### src/rtl/scan_decoder_pkg.sv
// Shared definitions for the scan decoder: mode encodings and output-width helper.
package scan_decoder_pkg;

  typedef enum logic {
    MODE_DIRECT = 1'b0,
    MODE_SCAN   = 1'b1
  } mode_e;

  function automatic int out_w(input int sel_w);
    return 1 << sel_w;
  endfunction

endpackage

### src/rtl/scan_decoder_if.sv
// Control and strobe bundle between a scan decoder and whatever drives it.
interface scan_decoder_if
  import scan_decoder_pkg::*;
#(
  parameter int SEL_W = 3
);
  localparam int OUT_W = out_w(SEL_W);

  logic             en;
  logic             mode;
  logic [SEL_W-1:0] sel;
  logic [SEL_W-1:0] last;
  logic             load;
  logic [OUT_W-1:0] out;
  logic [SEL_W-1:0] idx;
  logic             wrap;

  modport master (output en, mode, sel, last, load, input out, idx, wrap);
  modport slave  (input en, mode, sel, last, load, output out, idx, wrap);
endinterface

### src/rtl/scan_decoder_tick.sv
// Scan prescaler: tick is high while the count sits at PRESCALE-1.
module tick_gen #(
  parameter int PRESCALE = 4
) (
  input  logic clk,
  input  logic rst_n,
  input  logic clear,
  input  logic hold,
  output logic tick
);
  localparam int PW = (PRESCALE > 1) ? $clog2(PRESCALE) : 1;

  logic [PW-1:0] pc;

  assign tick = (pc == PW'(PRESCALE - 1));

  // hold outranks clear so a disabled decoder keeps its place in the step
  always_ff @(posedge clk or negedge rst_n) begin
    if (!rst_n)              pc <= '0;
    else if (hold)           pc <= pc;
    else if (clear || tick)  pc <= '0;
    else                     pc <= pc + 1'b1;
  end
endmodule

### src/rtl/scan_decoder.sv
// Registered binary-to-one-hot decoder with direct and prescaled auto-scan modes.
module scan_decoder
  import scan_decoder_pkg::*;
#(
  parameter int SEL_W      = 3,
  parameter int PRESCALE   = 4,
  parameter bit ACTIVE_LOW = 1'b0
) (
  input logic           clk,
  input logic           rst_n,
  scan_decoder_if.slave bus
);
  localparam int OUT_W = out_w(SEL_W);
  localparam logic [OUT_W-1:0] OUT_IDLE = {OUT_W{ACTIVE_LOW}};

  logic             tick, scan, clear, hold;
  logic [SEL_W-1:0] idx_q, next_idx;
  logic [OUT_W-1:0] out_q, dec;
  logic             wrap_q, next_wrap;

  assign scan  = (bus.mode == MODE_SCAN);
  assign hold  = !bus.en;
  assign clear = !scan || bus.load;

  tick_gen #(.PRESCALE(PRESCALE)) u_tick (
    .clk   (clk),
    .rst_n (rst_n),
    .clear (clear),
    .hold  (hold),
    .tick  (tick)
  );

  always_comb begin
    next_idx  = idx_q;
    next_wrap = 1'b0;
    if (bus.en) begin
      if (!scan || bus.load) begin
        next_idx = bus.sel;
      end else if (tick) begin
        // an index above last (last lowered mid-scan) wraps instead of climbing
        if (idx_q >= bus.last) begin
          next_idx  = '0;
          next_wrap = 1'b1;
        end else begin
          next_idx = idx_q + 1'b1;
        end
      end
    end
  end

  for (genvar i = 0; i < OUT_W; i++) begin : g_dec
    assign dec[i] = (next_idx == SEL_W'(i)) ^ ACTIVE_LOW;
  end

  always_ff @(posedge clk or negedge rst_n) begin
    if (!rst_n) begin
      idx_q  <= '0;
      out_q  <= OUT_IDLE;
      wrap_q <= 1'b0;
    end else begin
      idx_q  <= next_idx;
      wrap_q <= next_wrap;
      out_q  <= bus.en ? dec : OUT_IDLE;
    end
  end

  assign bus.idx  = idx_q;
  assign bus.out  = out_q;
  assign bus.wrap = wrap_q;
endmodule

### src/flat_wrapper.sv
// flat-port wrapper written by rule: the top's interface ports become plain ports
module scan_decoder_flat import scan_decoder_pkg::*;
#(
  parameter int SEL_W      = 3,
  parameter int PRESCALE   = 4,
  parameter bit ACTIVE_LOW = 1'b0
)
  (clk, rst_n, bus_en, bus_mode, bus_sel, bus_last, bus_load, bus_out, bus_idx, bus_wrap);
  scan_decoder_if #(.SEL_W(SEL_W)) bus_i ();
  input logic clk;
  input logic rst_n;
  input wire logic [$bits(bus_i.en)-1:0] bus_en;
  input wire logic [$bits(bus_i.mode)-1:0] bus_mode;
  input wire logic [$bits(bus_i.sel)-1:0] bus_sel;
  input wire logic [$bits(bus_i.last)-1:0] bus_last;
  input wire logic [$bits(bus_i.load)-1:0] bus_load;
  output wire logic [$bits(bus_i.out)-1:0] bus_out;
  output wire logic [$bits(bus_i.idx)-1:0] bus_idx;
  output wire logic [$bits(bus_i.wrap)-1:0] bus_wrap;
  assign bus_i.en = bus_en;
  assign bus_i.mode = bus_mode;
  assign bus_i.sel = bus_sel;
  assign bus_i.last = bus_last;
  assign bus_i.load = bus_load;
  assign bus_out = bus_i.out;
  assign bus_idx = bus_i.idx;
  assign bus_wrap = bus_i.wrap;
  scan_decoder #(.SEL_W(SEL_W), .PRESCALE(PRESCALE), .ACTIVE_LOW(ACTIVE_LOW)) u_core (.clk(clk), .rst_n(rst_n), .bus(bus_i));
endmodule
### config.mk
export PLATFORM = sky130hd
export DESIGN_NAME = scan_decoder_flat
export DESIGN_NICKNAME = d
export VERILOG_FILES = /design/src/rtl/scan_decoder_pkg.sv /design/src/rtl/scan_decoder_if.sv /design/src/rtl/scan_decoder_tick.sv /design/src/rtl/scan_decoder.sv /design/src/flat_wrapper.sv
export SDC_FILE = /design/constraint.sdc
export NUM_CORES = 1
export LEC_CHECK = 0
export ABC_AREA = 0
export BUFFER_PORTS_ARGS = -buffer_cell sky130_fd_sc_hd__buf_2
export CAP_MARGIN = 20
export CORE_MARGIN = 2
export CORE_UTILIZATION = 41
export DETAILED_ROUTE_END_ITERATION = 6
export PLACE_DENSITY = 0.69
export SYNTH_ARGS = -nofsm -noshare
export SYNTH_HDL_FRONTEND = slang
export SYNTH_SLANG_ARGS = --single-unit
### constraint.sdc
create_clock -name clk -period 1.7 [get_ports clk]
set_input_delay 0.255 -clock clk [delete_from_list [all_inputs] [get_ports clk]]
set_output_delay 0.255 -clock clk [all_outputs]
set_load 0.005 [all_outputs]
* After elaboration in Yosys (flattened, before gate mapping)
Cells that the tools add are included.
Storage, ports and cells: register bits after elaboration 14, bits of input ports 11, output and inout port bits 12
Cells by class: $add $sub $neg 2, order comparisons 1, eq/ne operators 8, muxes and demuxes 10, reduce and logical (&&, ||, !) cells 4
Operators by type and width (count):
- equality test 3 bit, second input constant | 4
- 2-to-1 mux 3 bit | 4
- 2-to-1 mux 8 bit | 1
- equality test 3 x 2 -> 1 bit, second input constant | 2
- 2-to-1 mux 1 bit | 4
- adder 3 x 1 -> 3 bit, second input constant | 1
- equality test 3 x 1 -> 1 bit, second input constant | 1
- greater-or-equal comparator 3 bit | 1
- zero test 3 bit | 1
- adder 2 x 1 -> 2 bit, second input constant | 1
- equality test 2 bit, second input constant | 1
- logical OR 1 bit | 2
- 2-to-1 mux 2 bit | 1
- zero test 1 bit | 1

* Longest topological paths before layout
depth in word-level cells 7, depth in mapped cells 7, gate-level depth less buffers 7

* Cells and area by module
From an unflattened synthesis, not the netlist that was laid out.
Second synthesis, totals: cells, all modules 69, area total of the unflattened synthesis 814.5 um^2
By module, submodules not included:
- scan_decoder | instances 1, cells an instance 61, area an instance 714.4 um^2, sequential area each 300.3 um^2
- tick_gen | instances 1, cells an instance 8, area an instance 100.1 um^2, sequential area each 50.0 um^2

* Worst setup path after synthesis
No wires, ideal clock.
kind register to register, start point register u_core.idx_q[0], in the netlist u_core.bus.idx[0], end point register u_core.out_q[7], in the netlist u_core.bus.out[7], setup time 0.111 ns, arrival time 1.643 ns, required time 1.589 ns, slack -0.054 ns, stages on the path, launching flop included 7, buffers on the path 0, period minus slack after synthesis 1.754 ns, cells stage by stage dfrtp_1 -> inv_1 -> ha_1 -> nor2b_1 -> o21ai_1 -> o311a_2 -> a2111oi_2
Between the ends: cells in the longest elaborated chain, start to end 7
RTL lines:
- start, declared | RTL line scan_decoder.sv:17 | logic [SEL_W-1:0] idx_q, next_idx;
- start signal, assigned | RTL line scan_decoder.sv:61 | idx_q <= next_idx;
- adder 3 x 1 -> 3 bit / greater-or-equal comparator 3 bit (equally long branches) | RTL line scan_decoder.sv:45, scan_decoder.sv:41
- 2-to-1 mux 3 bit | RTL line scan_decoder.sv:41 | if (idx_q >= bus.last) begin
- 2-to-1 mux 3 bit | RTL line scan_decoder.sv:39 | end else if (tick) begin
- 2-to-1 mux 3 bit | RTL line scan_decoder.sv:37 | if (!scan || bus.load) begin
- 2-to-1 mux 3 bit (*) | RTL line scan_decoder.sv:36 | if (bus.en) begin
- equality test 3 bit (*) | RTL line scan_decoder.sv:52 | assign dec[i] = (next_idx == SEL_W'(i)) ^ ACTIVE_LOW;
- 2-to-1 mux 8 bit (*) | RTL line scan_decoder.sv:63 | out_q <= bus.en ? dec : OUT_IDLE;
- end signal, assigned | RTL line scan_decoder.sv:63
- end, declared | RTL line scan_decoder.sv:18 | logic [OUT_W-1:0] out_q, dec;
Every way passes the cells marked *; elsewhere a longest branch is shown, timed or not. A chain may end at the register's enable or synchronous reset.

* Final worst setup path
start point register u_core.idx_q[2], in the netlist u_core.bus.idx[2], end point register u_core.out_q[6], in the netlist u_core.bus.out[6]
The elaborated chain is that of the path after synthesis.

==> results.md <==
- Status: finished, violations left
- Failing checks: setup timing
- Top post-synthesis cells by count: dfrtp_1, inv_1, ha_1, nand2_1, a211oi_1
- Starting Density: 43.4%
- CP arrival: 1.91 ns
- H-tree depth: 1
- Crit path launch type: register
- WL per Instance: 13.6 µm
- Met2 Use GR: 30.6%
- Final worst-path setup slack: -0.0488 ns
- Yosys top cell by area: dfrtp_1
- Clock slew at reported path FFs: 0.10 ns
- Post-DP HPWL: 1210 µm
- EDFF count, synth: 0
- Routing usage on met1: 21.2%
- Area fraction of the dominant cell type after synthesis: 46.7%
- Crit-path max cell delay: 0.42 ns
- Origin of the critical flop-to-flop path: u_core.bus.idx[2]$_DFF_PN0_
- Drt drc: 0
- Setup_tns: -0.0531 ns
- Post-route ant nets: 0
- Final net count: 123
- Avg Cell Area, Syn: 11.4 µm²
- Largest net degree at the start of global routing: 15
- Area grow syn2layout: 58.9%
- Register area share after synthesis: 46.7%
- I/O pins: 23
- Register-to-register path setup slack: -0.05 ns
- Cell Area, Synth: 749 µm²
- Hold Crit Endpoint: u_core.bus.idx[2]$_DFF_PN0_
- Flop pwr share: 40.1%
- Final Hold Fails: 0
- GR Util All Layers: 17.0%
- Sw Ratio: 29.9%
- CP Capture Type: register
- Core region area: 1730 µm²
- Synth unique cells: 31
- CTS Buf Count: 3
- Initial antenna violation count: 0
- Vias in the first global route: 614
- Post-layout minimum cycle time: 1.75 ns
- Skew-Pair Late Insertion Delay: 0.28 ns
- Slowest-stage cell, CP: dfrtp_1
- Critical R2R Capture: u_core.bus.out[6]$_DFF_PN0_
- Syn Nets: 82
- Fin area: 1190 µm²
- Ys flop type: dfrtp_1
- Worst Hold Class: in -> reg
- # Max-Cap Violations: 0
- Post-DP Area: 972 µm²
- DRT Pass-1 Iters: 4
- Combinational fraction of design power: 33.9%
- Gpl congestion: 0.787
- Hold depth: 3
- Crit-path cells: ha_4 -> a21oi_4 -> o21ai_4 -> a211o_4 -> a2111oi_4
- Grt met3 use: 3.46%
- Synth top area cells: dfrtp_1, ha_1, a2111oi_2
- Worst slew pin tran: 0.363 ns
- Die height: 46.8 µm
- Clock Path Buffers: 2
- Chip width: 46.8 µm
- Final period util: 103%
- Final setup viols: 2
- P_int: 0.000643 W
- Cells after Synth: 66
- Reg2Reg Depth: 5
- Fmax: 0.572 GHz
- Worst hold margin: 0.341 ns
- Num rows: 15
- Place WS: -0.105 ns
- Share of layout cells above drive strength 1: 61.3%
- Largest fanout on the critical path: 7
- Setup CP Type: reg -> reg
- Leakage power total: 0.560 nW
- Synthesized flop and latch total: 14
- DRT iter0 DRCs: 11
- Required time of the worst setup path: 1.86 ns
- Total gr overflow: 0
- DRT Wirelength: 1790 µm
- Via count: 659
- First-pass GRT wire length: 2600 µm
- Sink Count: 14
- N_diodes: 0
- Via density: 5.03
- Setup Skew: 0.0134 ns
- Final slew viol count: 0
- Placed Instances: 121
- Clk root buf: clkbuf_4
- Power per cell area: 770 nW/µm²
- Port buffer count: 22
- RSZ-0062 raised after global routing: yes
- Async SR Flop Fraction: 100%
- Most common cell in the synthesized netlist: dfrtp_1
- YS warnings: 0
- Clk pwr share: 26.0%
- Min-Delay Startpoint: bus_en
- Busiest metal layer after global routing: met2
- Max_slew headroom: 75.7%
- Post-Layout Cell Count: 131
- Max VDD drop: 558 µV
- CTS tree: done
- Full die area: 2190 µm²
- Psw: 0.000274 W
-- power groups by stage --
stage / combinational (W) / clock, W / sequential (W)
3_3_place_gp: 0.000212 / 0 / 0.000371
5_1_grt: 0.000339 / 0.000260 / 0.000370
4_1_cts: 0.000255 / 0.000244 / 0.000366
3_5_place_dp: 0.000215 / 0 / 0.000371
6_report: 0.000311 / 0.000239 / 0.000367
2_1_floorplan: 0.000112 / 0 / 0.000380
-- cells in the final DEF, fill, tap and decap left out, drive strengths merged, types with 3 or more instances in the layout --
cell,instances
ha,5
buf,36
clkbuf,4
dfrtp,14
a211oi,3
inv,7
nand2,6
-- registers in the layout (all words and copies together) (netlist names) --
signal / cells
u_core.bus.idx: 3
u_core.u_tick.pc: 2
u_core.bus.out: 8
u_core.bus.wrap: 1
-- kinds of logic after synthesis --
logic type	Yosys count	synth area share [%]
fa+ha+maj	5	8.35
xor+xnor	1	1.17
simple gates	22	21.7
buf+inv	9	5.18
flops	14	46.7
compound gates	15	16.9
-- metal layers --
| metal | up-vias | wire length [µm] |
|---|---|---|
| li1 | 327 | - |
| met1 | 318 | 816 |
| met2 | 14 | 910 |
| met3 | 0 | 60 |
| met4 | 0 | 0 |
| met5 | - | 0 |
-- critical path: cells and delay by family (launching register included) --
| family | cells | cell delay, ns |
|---|---|---|
| compound gates | 4 | 0.97 |
| fa+ha+maj | 1 | 0.24 |
| flops | 1 | 0.42 |
-- how the worst max path moves through the flow --
stage                                    startpoint                     endpoint  slack, ns  cells past startpoint
floorplan               u_core.bus.idx[0]$_DFF_PN0_  u_core.bus.out[6]$_DFF_PN0_      -0.03                      6
global placement    u_core.u_tick.pc[0]$_DFFE_PN0P_  u_core.bus.out[6]$_DFF_PN0_      -0.08                      5
detailed placement      u_core.bus.idx[2]$_DFF_PN0_  u_core.bus.out[7]$_DFF_PN0_      -0.11                      5
CTS                     u_core.bus.idx[0]$_DFF_PN0_  u_core.bus.out[7]$_DFF_PN0_      -0.04                      6
global route            u_core.bus.idx[1]$_DFF_PN0_  u_core.bus.out[6]$_DFF_PN0_      -0.13                      5
finish                  u_core.bus.idx[2]$_DFF_PN0_  u_core.bus.out[6]$_DFF_PN0_      -0.05                      5
-- metrics by stage --
stage / util, % / total power, W
5_1_grt: 69.0 / 0.000970
6_report: 69.0 / 0.000917
3_3_place_gp: 56.3 / 0.000583
4_1_cts: 63.2 / 0.000865
2_1_floorplan: - / 0.000491
3_5_place_dp: 56.3 / 0.000587
-- repair_timing --
item,4_1_cts,5_1_grt
setup endpoints to repair,6,9
resized for setup,8,12
endpoints found under the hold margin,14,0
hold buffers,1,0
pin swaps,5,8
buffers inserted,2,3
-- layout make-up --
class | instances | area [µm²]
inverters | 8 | 35.0
repair buffers | 37 | 225
well taps | 25 | 31.3
multi-input cells | 43 | 513
flip-flops and latches | 14 | 350
clock buffers | 4 | 36.3
fillers | 129 | 536
Power figures use the tool's default switching activity.
